===== src/rtl/alu_iter_exec.sv =====
// Execute-stage ALU: logic/arithmetic ops finish in one cycle, shifts walk one
// bit per cycle through a single-position shifter. valid/ready on both sides.
module alu_iter_exec #(
  parameter int WIDTH   = 32,
  parameter int SHAMT_W = 5
) (
  input  logic               clk,
  input  logic               rst_n,
  input  logic               in_valid,
  output logic               in_ready,
  input  logic [5:0]         alu_op,
  input  logic [WIDTH-1:0]   src_a,
  input  logic [WIDTH-1:0]   src_b,
  input  logic [SHAMT_W-1:0] shamt,
  output logic               out_valid,
  input  logic               out_ready,
  output logic [WIDTH-1:0]   result,
  output logic               zero,
  output logic               illegal
);

  // Handshake: a transfer happens on a rising edge where valid and ready are
  // both high; in_ready is high only in IDLE, out_valid only in DONE.

  localparam logic [5:0] OP_ADD = 6'd0;
  localparam logic [5:0] OP_SUB = 6'd1;
  localparam logic [5:0] OP_AND = 6'd2;
  localparam logic [5:0] OP_OR  = 6'd3;
  localparam logic [5:0] OP_SLT = 6'd4;
  localparam logic [5:0] OP_XOR = 6'd5;
  localparam logic [5:0] OP_NOR = 6'd6;
  localparam logic [5:0] OP_SLL = 6'd7;
  localparam logic [5:0] OP_SRL = 6'd8;
  localparam logic [5:0] OP_SRA = 6'd9;

  typedef enum logic [1:0] {IDLE, SHIFT, DONE} state_t;
  typedef enum logic [1:0] {SH_LL, SH_RL, SH_RA} shift_t;

  state_t             state, state_nxt;
  shift_t             sh_kind, sh_kind_nxt;
  logic [WIDTH-1:0]   sh_reg, sh_reg_nxt, sh_step, alu_val;
  logic [WIDTH-1:0]   result_nxt;
  logic [SHAMT_W-1:0] cnt, cnt_nxt;
  logic               zero_nxt, illegal_nxt, is_shift;

  assign in_ready  = (state == IDLE);
  assign out_valid = (state == DONE);
  assign is_shift  = (alu_op == OP_SLL) || (alu_op == OP_SRL) || (alu_op == OP_SRA);

  always_comb begin
    alu_val = '0;
    case (alu_op)
      OP_ADD:  alu_val = src_a + src_b;
      OP_SUB:  alu_val = src_a - src_b;
      OP_AND:  alu_val = src_a & src_b;
      OP_OR:   alu_val = src_a | src_b;
      OP_SLT:  alu_val = {{(WIDTH-1){1'b0}}, ($signed(src_a) < $signed(src_b))};
      OP_XOR:  alu_val = src_a ^ src_b;
      OP_NOR:  alu_val = ~(src_a | src_b);
      default: alu_val = '0;
    endcase
  end

  always_comb begin
    sh_step = {sh_reg[WIDTH-1], sh_reg[WIDTH-1:1]};
    case (sh_kind)
      SH_LL:   sh_step = {sh_reg[WIDTH-2:0], 1'b0};
      SH_RL:   sh_step = {1'b0, sh_reg[WIDTH-1:1]};
      default: sh_step = {sh_reg[WIDTH-1], sh_reg[WIDTH-1:1]};
    endcase
  end

  always_comb begin
    state_nxt   = state;
    sh_kind_nxt = sh_kind;
    sh_reg_nxt  = sh_reg;
    cnt_nxt     = cnt;
    result_nxt  = result;
    zero_nxt    = zero;
    illegal_nxt = illegal;
    case (state)
      IDLE: begin
        if (in_valid) begin
          if (is_shift && (shamt != '0)) begin
            sh_reg_nxt = src_b;
            cnt_nxt    = shamt;
            case (alu_op)
              OP_SLL:  sh_kind_nxt = SH_LL;
              OP_SRL:  sh_kind_nxt = SH_RL;
              default: sh_kind_nxt = SH_RA;
            endcase
            state_nxt = SHIFT;
          end else if (is_shift) begin
            result_nxt  = src_b;
            zero_nxt    = (src_b == '0);
            illegal_nxt = 1'b0;
            state_nxt   = DONE;
          end else begin
            // Illegal codes fall into the default arm of alu_val, giving 0.
            result_nxt  = alu_val;
            zero_nxt    = (alu_val == '0);
            illegal_nxt = (alu_op > OP_SRA);
            state_nxt   = DONE;
          end
        end
      end
      SHIFT: begin
        sh_reg_nxt = sh_step;
        cnt_nxt    = cnt - {{(SHAMT_W-1){1'b0}}, 1'b1};
        if (cnt == {{(SHAMT_W-1){1'b0}}, 1'b1}) begin
          result_nxt  = sh_step;
          zero_nxt    = (sh_step == '0);
          illegal_nxt = 1'b0;
          state_nxt   = DONE;
        end
      end
      DONE: begin
        if (out_ready) state_nxt = IDLE;
      end
      default: state_nxt = IDLE;
    endcase
  end

  always_ff @(posedge clk or negedge rst_n) begin
    if (!rst_n) begin
      state   <= IDLE;
      sh_kind <= SH_LL;
      sh_reg  <= '0;
      cnt     <= '0;
      result  <= '0;
      zero    <= 1'b0;
      illegal <= 1'b0;
    end else begin
      state   <= state_nxt;
      sh_kind <= sh_kind_nxt;
      sh_reg  <= sh_reg_nxt;
      cnt     <= cnt_nxt;
      result  <= result_nxt;
      zero    <= zero_nxt;
      illegal <= illegal_nxt;
    end
  end

endmodule


===== config.mk =====
export PLATFORM = sky130hd
export DESIGN_NAME = alu_iter_exec
export DESIGN_NICKNAME = d
export VERILOG_FILES = /design/src/rtl/alu_iter_exec.sv
export SDC_FILE = /design/constraint.sdc
export NUM_CORES = 1
export LEC_CHECK = 0
export BUFFER_PORTS_ARGS = -buffer_cell sky130_fd_sc_hd__buf_2
export CAP_MARGIN = 15
export CORE_UTILIZATION = 61
export DETAILED_ROUTE_END_ITERATION = 6
export PLACE_DENSITY_LB_ADDON = 0.2
export SKIP_CTS_REPAIR_TIMING = 1
export SLEW_MARGIN = 25
export SYNTH_ARGS = -nofsm -noshare
export SYNTH_HDL_FRONTEND = slang
export SYNTH_SLANG_ARGS = --single-unit

===== constraint.sdc =====
create_clock -name clk -period 2.8 [get_ports clk]
set_input_delay 0.28 -clock clk [delete_from_list [all_inputs] [get_ports clk]]
set_output_delay 0.28 -clock clk [all_outputs]
set_load 0.02 [all_outputs]

==> results of run 1 <==
per-stage QoR:
stage | TNS [ns] | area (sq um) | std cells
2_1_floorplan | -0.2212 | 10070 | 1362
3_3_place_gp | -14.31 | 13570 | 1999
3_5_place_dp | -16.08 | 13570 | 1999
4_1_cts | -7.854 | 13840 | 2013
cell families after synthesis:
logic type / count (synthesis) / share of synthesized area
buf+inv: 188 / 0.07678
simple gates: 467 / 0.2256
compound gates: 475 / 0.3229
fa+ha+maj: 117 / 0.1476
xor+xnor: 5 / 0.004369
mux: 35 / 0.03558
flops: 75 / 0.1873
layer usage:
layer  GRT usage  GRT overflow
met1      0.8546             5
met2       1.018           175
met3      0.7163             9
met4      0.9357            92
met5      0.3912             3
cells in the mapped netlist, drive strengths merged, types with 6 or more instances:
| library cell | number |
|---|---|
| nand2 | 151 |
| ha | 115 |
| a21oi | 108 |
| inv | 101 |
| nor2 | 100 |
| o21ai | 96 |
| dfrtp | 75 |
| clkbuf | 54 |
| nand3 | 51 |
| a211oi | 37 |
| buf | 33 |
| nor3 | 32 |
| mux2i | 30 |
| a31oi | 29 |
| nor4 | 29 |
| a221oi | 28 |
| a21boi | 24 |
| nand4 | 21 |
| a21o | 20 |
| o211ai | 20 |
| o31ai | 19 |
| and2 | 14 |
| nand2b | 14 |
| o21bai | 12 |
| a221o | 9 |
| nor2b | 9 |
| or3 | 9 |
| o2111ai | 8 |
| o22ai | 8 |
| and3 | 6 |
| nand3b | 6 |
| or2 | 6 |
==> impl_metrics.toml, run 1 <==
[clocking]
numCtsBuffers = 9
cts.sinks = 75
h-tree-depth = 3
cts.path.max_buffers = 2
root_buffer = "clkbuf_16"

[placement]
pre_cts_slack_ns = -1.248
place_hpwl_um = 34340
port_buffers = 114
gp_congestion = 1.124

[grt]
grt_usage = 0.8676
grt_start_max_net_pins = 76
grt_overflow = 284

[die]
num_rows = 46
dieWidth_um = 130.2
start_util = 0.6286
ios = 115
die_h_um = 130.2

[synthesis]
syn_avg_cell_area_sq_um = 7.358
synth_edf_count = 0
ys_ff_latch = 75
yosysSeqAreaShare = 0.1873
synth_cell_types = 86
synth.top_cells.by_area = "dfrtp_1 19%, ha_1 14%, nand2_1 5.7%, a21oi_1 5.2%, o21ai_0 4.5%"
synth_ff_type = "dfrtp_1"
synth_warnings = 0
syn_nets = 1558
netlist.area_leader.share = 0.1873
netlist_instances = 1362
synthArstFlopShare = 1.000
synth_top_area_cell = "dfrtp_1"
syn_area_sq_mm = 0.01002

[timing]
worst-endpoint-pin-kind = "sequential cell input"
grt_repair_worst_endpoint = "zero$_DFFE_PN0P_/D"

[status]
status = "stopped before the end"
error = "[ERROR GRT-0232] Routing congestion too high. Check the congestion heatmap in the GUI."
haltStage = "global routing (5_1_grt)"
==> run 2, diff against run 1 <==
- CORE_UTILIZATION: 61 -> 40
- PLACE_DENSITY_LB_ADDON: 0.2 -> 0.15
==> run 2 against run 1 <==
Net effect:
- the flow now finishes, with violations (design-rule violations, negative hold slack, negative setup slack)
- synthesized area unchanged
- synthesized cell count unchanged
==> impl_metrics.toml, run 2 <==
[die]
start_util = 0.4097
die_h_um = 160.3
ios = 115
num_rows = 57
core_area_sq_mm = 0.02446
dieWidth_um = 160.3
die-area_sq_mm = 0.02569

[timing]
finalCritPeriodShare = 1.142
period_needed_ns = 3.198
fin_ws_ns = -0.3976
setup_violations = 8
fin_tns_setup_ns = -1.546
skew_ns = 0.008333
drv_slew = 0
rsz0062_at_grt = "true"
hold-worst-slack_ns = -0.03979
hold_violations = 42
maxSlewHeadroom = 0.4387
tightestPinTransition_ns = 0.8315
max_freq_ghz = 0.3127

[synthesis]
synth_top_area_cell = "dfrtp_1"
syn_area_sq_mm = 0.01002
ys_ff_latch = 75
synth_warnings = 0
synth.top_cells.by_area = "dfrtp_1 19%, ha_1 14%, nand2_1 5.7%, a21oi_1 5.2%, o21ai_0 4.5%"
synthArstFlopShare = 1.000
synth_cell_types = 86
syn_nets = 1558
yosysSeqAreaShare = 0.1873
syn_avg_cell_area_sq_um = 7.358
ys_top_cells_by_count = "151 x nand2_1, 115 x ha_1, 105 x a21oi_1"
synth.most_common_cell = "nand2_1"
netlist_instances = 1362
synth_ff_type = "dfrtp_1"
synth_edf_count = 0
netlist.area_leader.share = 0.1873

[drt]
drt_iter0_markers = 1260
route.vias.total = 12960
firstDrtPassIters = 7
avgViaCountPerCell = 5.932
routedWlPerCell_um = 21.37
drc = 1
antenna_left = 0
routed_wl_um = 46700

[critical_path]
critPathRequiredTime_ns = 3.03
cp_top_family = "compound AO/OA/AOI/OAI gates"
worstPathMaxFanout = 5
cp_slowest_cell = "a221o_1"
arrival_ns = 3.43
crit_type = "in -> reg"
startpoint_type = "primary input"
cpPeakStageDelay_ns = 0.42
crit_chain = "buf_12 -> ha_4 -> fa_2 -> a21o_1 -> a221o_1 -> a32o_2 -> o2111ai_2 -> a21oi_2 -> a211oi_4 -> o31a_1 -> a221oi_1 -> nor2_1 -> nor3_1 -> a41o_1"
end_kind = "flop"
crit_buf_inv = 1

[cells_and_area]
drive_gt1_frac = 0.4202
ff_latch_area_sq_mm = 0.001877
final_nets = 2052
final_common_cell = "buf_4"
multi_input_comb_area_sq_mm = 0.008517
syn2layout_area_growth_pct = 57.20
antennaDiodeCount = 0
fillers = 2189
final_cell_mix = "428 x buf_4, 150 x nand2_1, 97 x buf_2"

[clocking]
clk_latency_ns = 0.34
cts.path.max_buffers = 2
clk_pin_slew_worst_paths_ns = 0.06
tritoncts = "built"
cts.sinks = 75
root_buffer = "clkbuf_16"
h-tree-depth = 3
numCtsBuffers = 9

[status]
status = "complete, but fails checks"
violations = "design-rule violations, negative hold slack, negative setup slack"

[grt]
grt_pass1_wl_um = 69350
grt_pass1_vias = 12300
grt_usage = 0.3491
antenna_found_initial = 0
grt_start_max_net_pins = 76
grt_overflow = 0

[power_and_ir_drop]
p_total_w = 0.006553
ir_drop_mv = 0.2918
powerDensity_mw_per_mm2 = 416.0
p_leak_nw = 7.379

[placement]
place_hpwl_um = 37230
gp_congestion = 1.006
port_buffers = 114

[hold_path]
min_path_type = "in -> async"

[flow_run]
drv_cap = 0
[run 2: cell counts after synthesis]
No cell type changed its count.
[run 2: stage by stage]
step | hold slack, ns | std cells | setup slack, ns | cell area (sq um) | util
5_1_grt | 0.01595 | 2185 | -0.4243 | 15760 | 0.6441
3_5_place_dp | 0.4602 | 2136 | -1.031 | 13940 | 0.5700
3_3_place_gp | 0.4540 | 2136 | -1.068 | 13940 | 0.5700
4_1_cts | 0.1381 | 2152 | -0.6999 | 14210 | 0.5811
6_report | -0.03979 | 2185 | -0.3976 | 15760 | 0.6441
2_1_floorplan | -0.01559 | 1362 | -0.1136 | 10070 | -
[run 2: per-layer routing]
metal | vias to the layer above | track usage | share of wire
met1 | 6136 | 0.4574 | 0.41
li1 | 6022 | - | -
met3 | 139 | 0.05217 | 0.077
met4 | 0 | 0.1628 | 0.051
met5 | - | 0 | 0
met2 | 665 | 0.5650 | 0.46
[run 2: cell families after synthesis]
group / count (synthesis) / synth area share
AO/OA/AOI/OAI: 475 / 0.3229
XOR/XNOR: 5 / 0.004369
adder cells (fa/ha/maj): 117 / 0.1476
buffers and inverters: 188 / 0.07678
flip-flops: 75 / 0.1873
multiplexers: 35 / 0.03558
AND/OR/NAND/NOR: 467 / 0.2256
[run 2: final timing paths]
kind	to	cells after the start	start	slack, ns
min in group clk	state[1]	2	out_ready	0.14
worst min-delay path	cnt[3]	1	rst_n	-0.04
worst min register to register	result[6]	2	result[6]	0.47
max in group asynchronous	sh_reg[13]	1	rst_n	2.34
worst max register to register	zero	12	cnt[1]	0.05
worst max-delay path	zero	14	src_b[0]	-0.40
[run 2: final cells by class]
type,count,share of cell area
Clock inverter,6,0.002621
Timing Repair Buffer,570,0.2721
Inverter,101,0.02533
Clock buffer,10,0.01453
Sequential cell,75,0.1191
Multi-Input combinational cell,1099,0.5406
Tap cell,324,0.02573
[run 2: where the power goes]
group	total (W)	internal (W)	switching (W)
clock network	0.00109	0.000600	0.000486
registers	0.00187	0.00148	0.000396
logic	0.00359	0.00162	0.00197
[run 2: worst register-to-register path, stage by stage, from the launching register on]
cell     delay (ns)
dfrtp_1        0.38
inv_1          0.09
ha_1           0.15
nor4b_1        0.24
buf_4          0.17
nand2_1        0.08
a21oi_2        0.22
nor2_2         0.09
or4_4          0.56
nor4_2         0.19
nand4_1        0.19
nor4_2         0.17
a41o_1         0.18
Power figures use the tool's default switching activity.
==> run 3, diff against run 2 <==
- clock period: 2.8 -> 3.45 ns (I/O delays scaled with it)
==> run 3 against run 2 <==
Net effect:
- the flow finishes with violations (negative setup slack)
- core utilization decreased by 9.7 points
- register-to-register slack improved by 0.36 ns
- clock skew increased by 0.0013 ns
- hold slack improved by 0.058 ns
- clock power decreased by 18%
- combinational power decreased by 32%
- cell count decreased by 7.1%
- design area decreased by 15%
- critical path type unchanged
- critical endpoint unchanged
- largest power group unchanged
==> impl_metrics.toml, run 3 (synthesis gave the netlist of run 2 again) <==
[status]
status = "complete, but fails checks"
violations = "negative setup slack"

[cells_and_area]
final_cell_mix = "294 x buf_4, 151 x nand2_1, 114 x ha_1"
final_common_cell = "buf_4"
fin_util = 0.5469
multi_input_comb_area_sq_mm = 0.007533
antennaDiodeCount = 0
ff_latch_area_sq_mm = 0.001877
final_nets = 1896
syn2layout_area_growth_pct = 33.50
fillers = 2411
drive_gt1_frac = 0.2874
finalInstanceArea_sq_mm = 0.01338

[drt]
routedWlPerCell_um = 21.36
avgViaCountPerCell = 5.918
drc = 0
drt_iter0_markers = 1094
antenna_left = 0
route.vias.total = 12010
routed_wl_um = 43340
firstDrtPassIters = 6

[die]
dieWidth_um = 160.3
die_h_um = 160.3
ios = 115
num_rows = 57
core_area_sq_mm = 0.02446
die-area_sq_mm = 0.02569
start_util = 0.4097

[grt]
grt_pass1_vias = 11590
grt_start_max_net_pins = 76
grt_pass1_wl_um = 65810
grt_usage = 0.3323
antenna_found_initial = 1
grt_overflow = 0

[critical_path]
r2r_end = "zero"
arrival_ns = 3.78
crit_start = "src_b[0]"
cp_slowest_cell = "fa_1"
critPathCapture = "zero"
critPathRequiredTime_ns = 3.73
startpoint_type = "primary input"
cp.depth = 15
crit_chain = "buf_2 -> ha_1 -> fa_1 -> a21o_1 -> a221o_1 -> a32o_1 -> o2111ai_2 -> a21oi_2 -> a211oi_2 -> o31a_1 -> o221a_2 -> nor2_1 -> buf_4 -> nor3_1 -> a41o_1"
crit_buf_inv = 2
end_kind = "flop"
cpPeakStageDelay_ns = 0.44
worstPathMaxFanout = 4
rrSetupSlack_ns = 0.41
worstRegToRegCells = 11
crit_type = "in -> reg"
reg2reg_from = "cnt[1]"
cp_top_family = "compound AO/OA/AOI/OAI gates"

[timing]
skew_ns = 0.009644
finalCritPeriodShare = 1.012
hold_violations = 0
maxSlewHeadroom = 0.3733
fin_ws_ns = -0.04298
rsz0062_at_grt = "true"
setup_violations = 1
period_needed_ns = 3.493
tightestPinTransition_ns = 0.9315
max_freq_ghz = 0.2863
drv_slew = 0

[clocking]
cts.sinks = 75
numCtsBuffers = 9
cts.path.max_buffers = 2
clk_pin_slew_worst_paths_ns = 0.06
tritoncts = "built"
h-tree-depth = 3
root_buffer = "clkbuf_16"
clk_latency_ns = 0.34

[placement]
place_area_sq_mm = 0.01296
port_buffers = 114
place_hpwl_um = 35120
pre_cts_slack_ns = -0.4171
gp_congestion = 0.9655

[power_and_ir_drop]
p_leak_nw = 6.404
powerDensity_mw_per_mm2 = 364.4
ir_drop_mv = 0.2850

[flow_run]
drv_cap = 0

[hold_path]
min_path_type = "in -> async"
-- run 3: cell types whose count changed in the layout (fill, tap and decap cells not counted), moves of 15 or more --
cell     delta
o21ai_0    +30
buf_6      -33
inv_2      -15
o21ai_1    -19
a21oi_1    +20
buf_4     -134
ha_1       +21
buf_2      +16
ha_4       -19
inv_1      +23
-- run 3: area by class of cell --
class,count,area share
Clock buffer,11,0.01814
Clock inverter,5,0.002806
Inverter,101,0.02834
Multi-Input combinational cell,1099,0.5631
Sequential cell,75,0.1403
Tap cell,324,0.03030
Timing Repair Buffer,414,0.2171
-- run 3: per-layer routing --
layer / part of all wire / wire length [um] / global-route usage / up-vias
li1: - / - / - / 5706
met1: 0.43 / 18830 / 0.4370 / 5647
met2: 0.44 / 19090 / 0.5190 / 537
met3: 0.071 / 3081 / 0.05811 / 115
met4: 0.054 / 2334 / 0.1762 / 2
met5: 0.00032 / 14 / 0 / -
-- run 3: power breakdown --
part,switching [W],internal (W),leakage [nW],total (W)
clock network,0.000388,0.000510,0.132,0.000897
logic,0.00140,0.00103,5.34,0.00244
registers,0.000345,0.00120,0.930,0.00154
-- run 3: worst register-to-register path, stage by stage (launching register included) --
cell	delay (ns)
dfrtp_1	0.38
inv_1	0.13
ha_1	0.17
nor4b_1	0.40
nand2_1	0.16
a21oi_2	0.21
nor2_2	0.09
or4_1	0.59
nor4_2	0.18
nand4_1	0.19
nor4_2	0.30
a41o_1	0.19
-- run 3: per-stage QoR --
| stage | hold slack, ns | instances | power [W] | TNS, ns |
|---|---|---|---|---|
| floorplan | 0.04941 | 1362 | 0.002802 | 0 |
| global placement | 0.4571 | 2012 | 0.003874 | -3.048 |
| detailed placement | 0.4619 | 2012 | 0.003904 | -3.710 |
| CTS | 0.1989 | 2028 | 0.004805 | -0.1080 |
| global route | 0.08915 | 2029 | 0.005163 | -0.1577 |
| finish | 0.01804 | 2029 | 0.004876 | -0.04298 |
-- run 3: worst min-delay path by stage --
stage / startpoint / cells past startpoint / slack [ns] / end
after global placement: result[26] / 1 / 0.46 / result[26]
final: rst_n / 1 / 0.02 / cnt[3]
after floorplan: rst_n / 0 / 0.05 / cnt[0]
after detailed placement: illegal / 2 / 0.46 / illegal
after CTS: rst_n / 1 / 0.20 / cnt[3]
after global routing: rst_n / 1 / 0.09 / cnt[3]
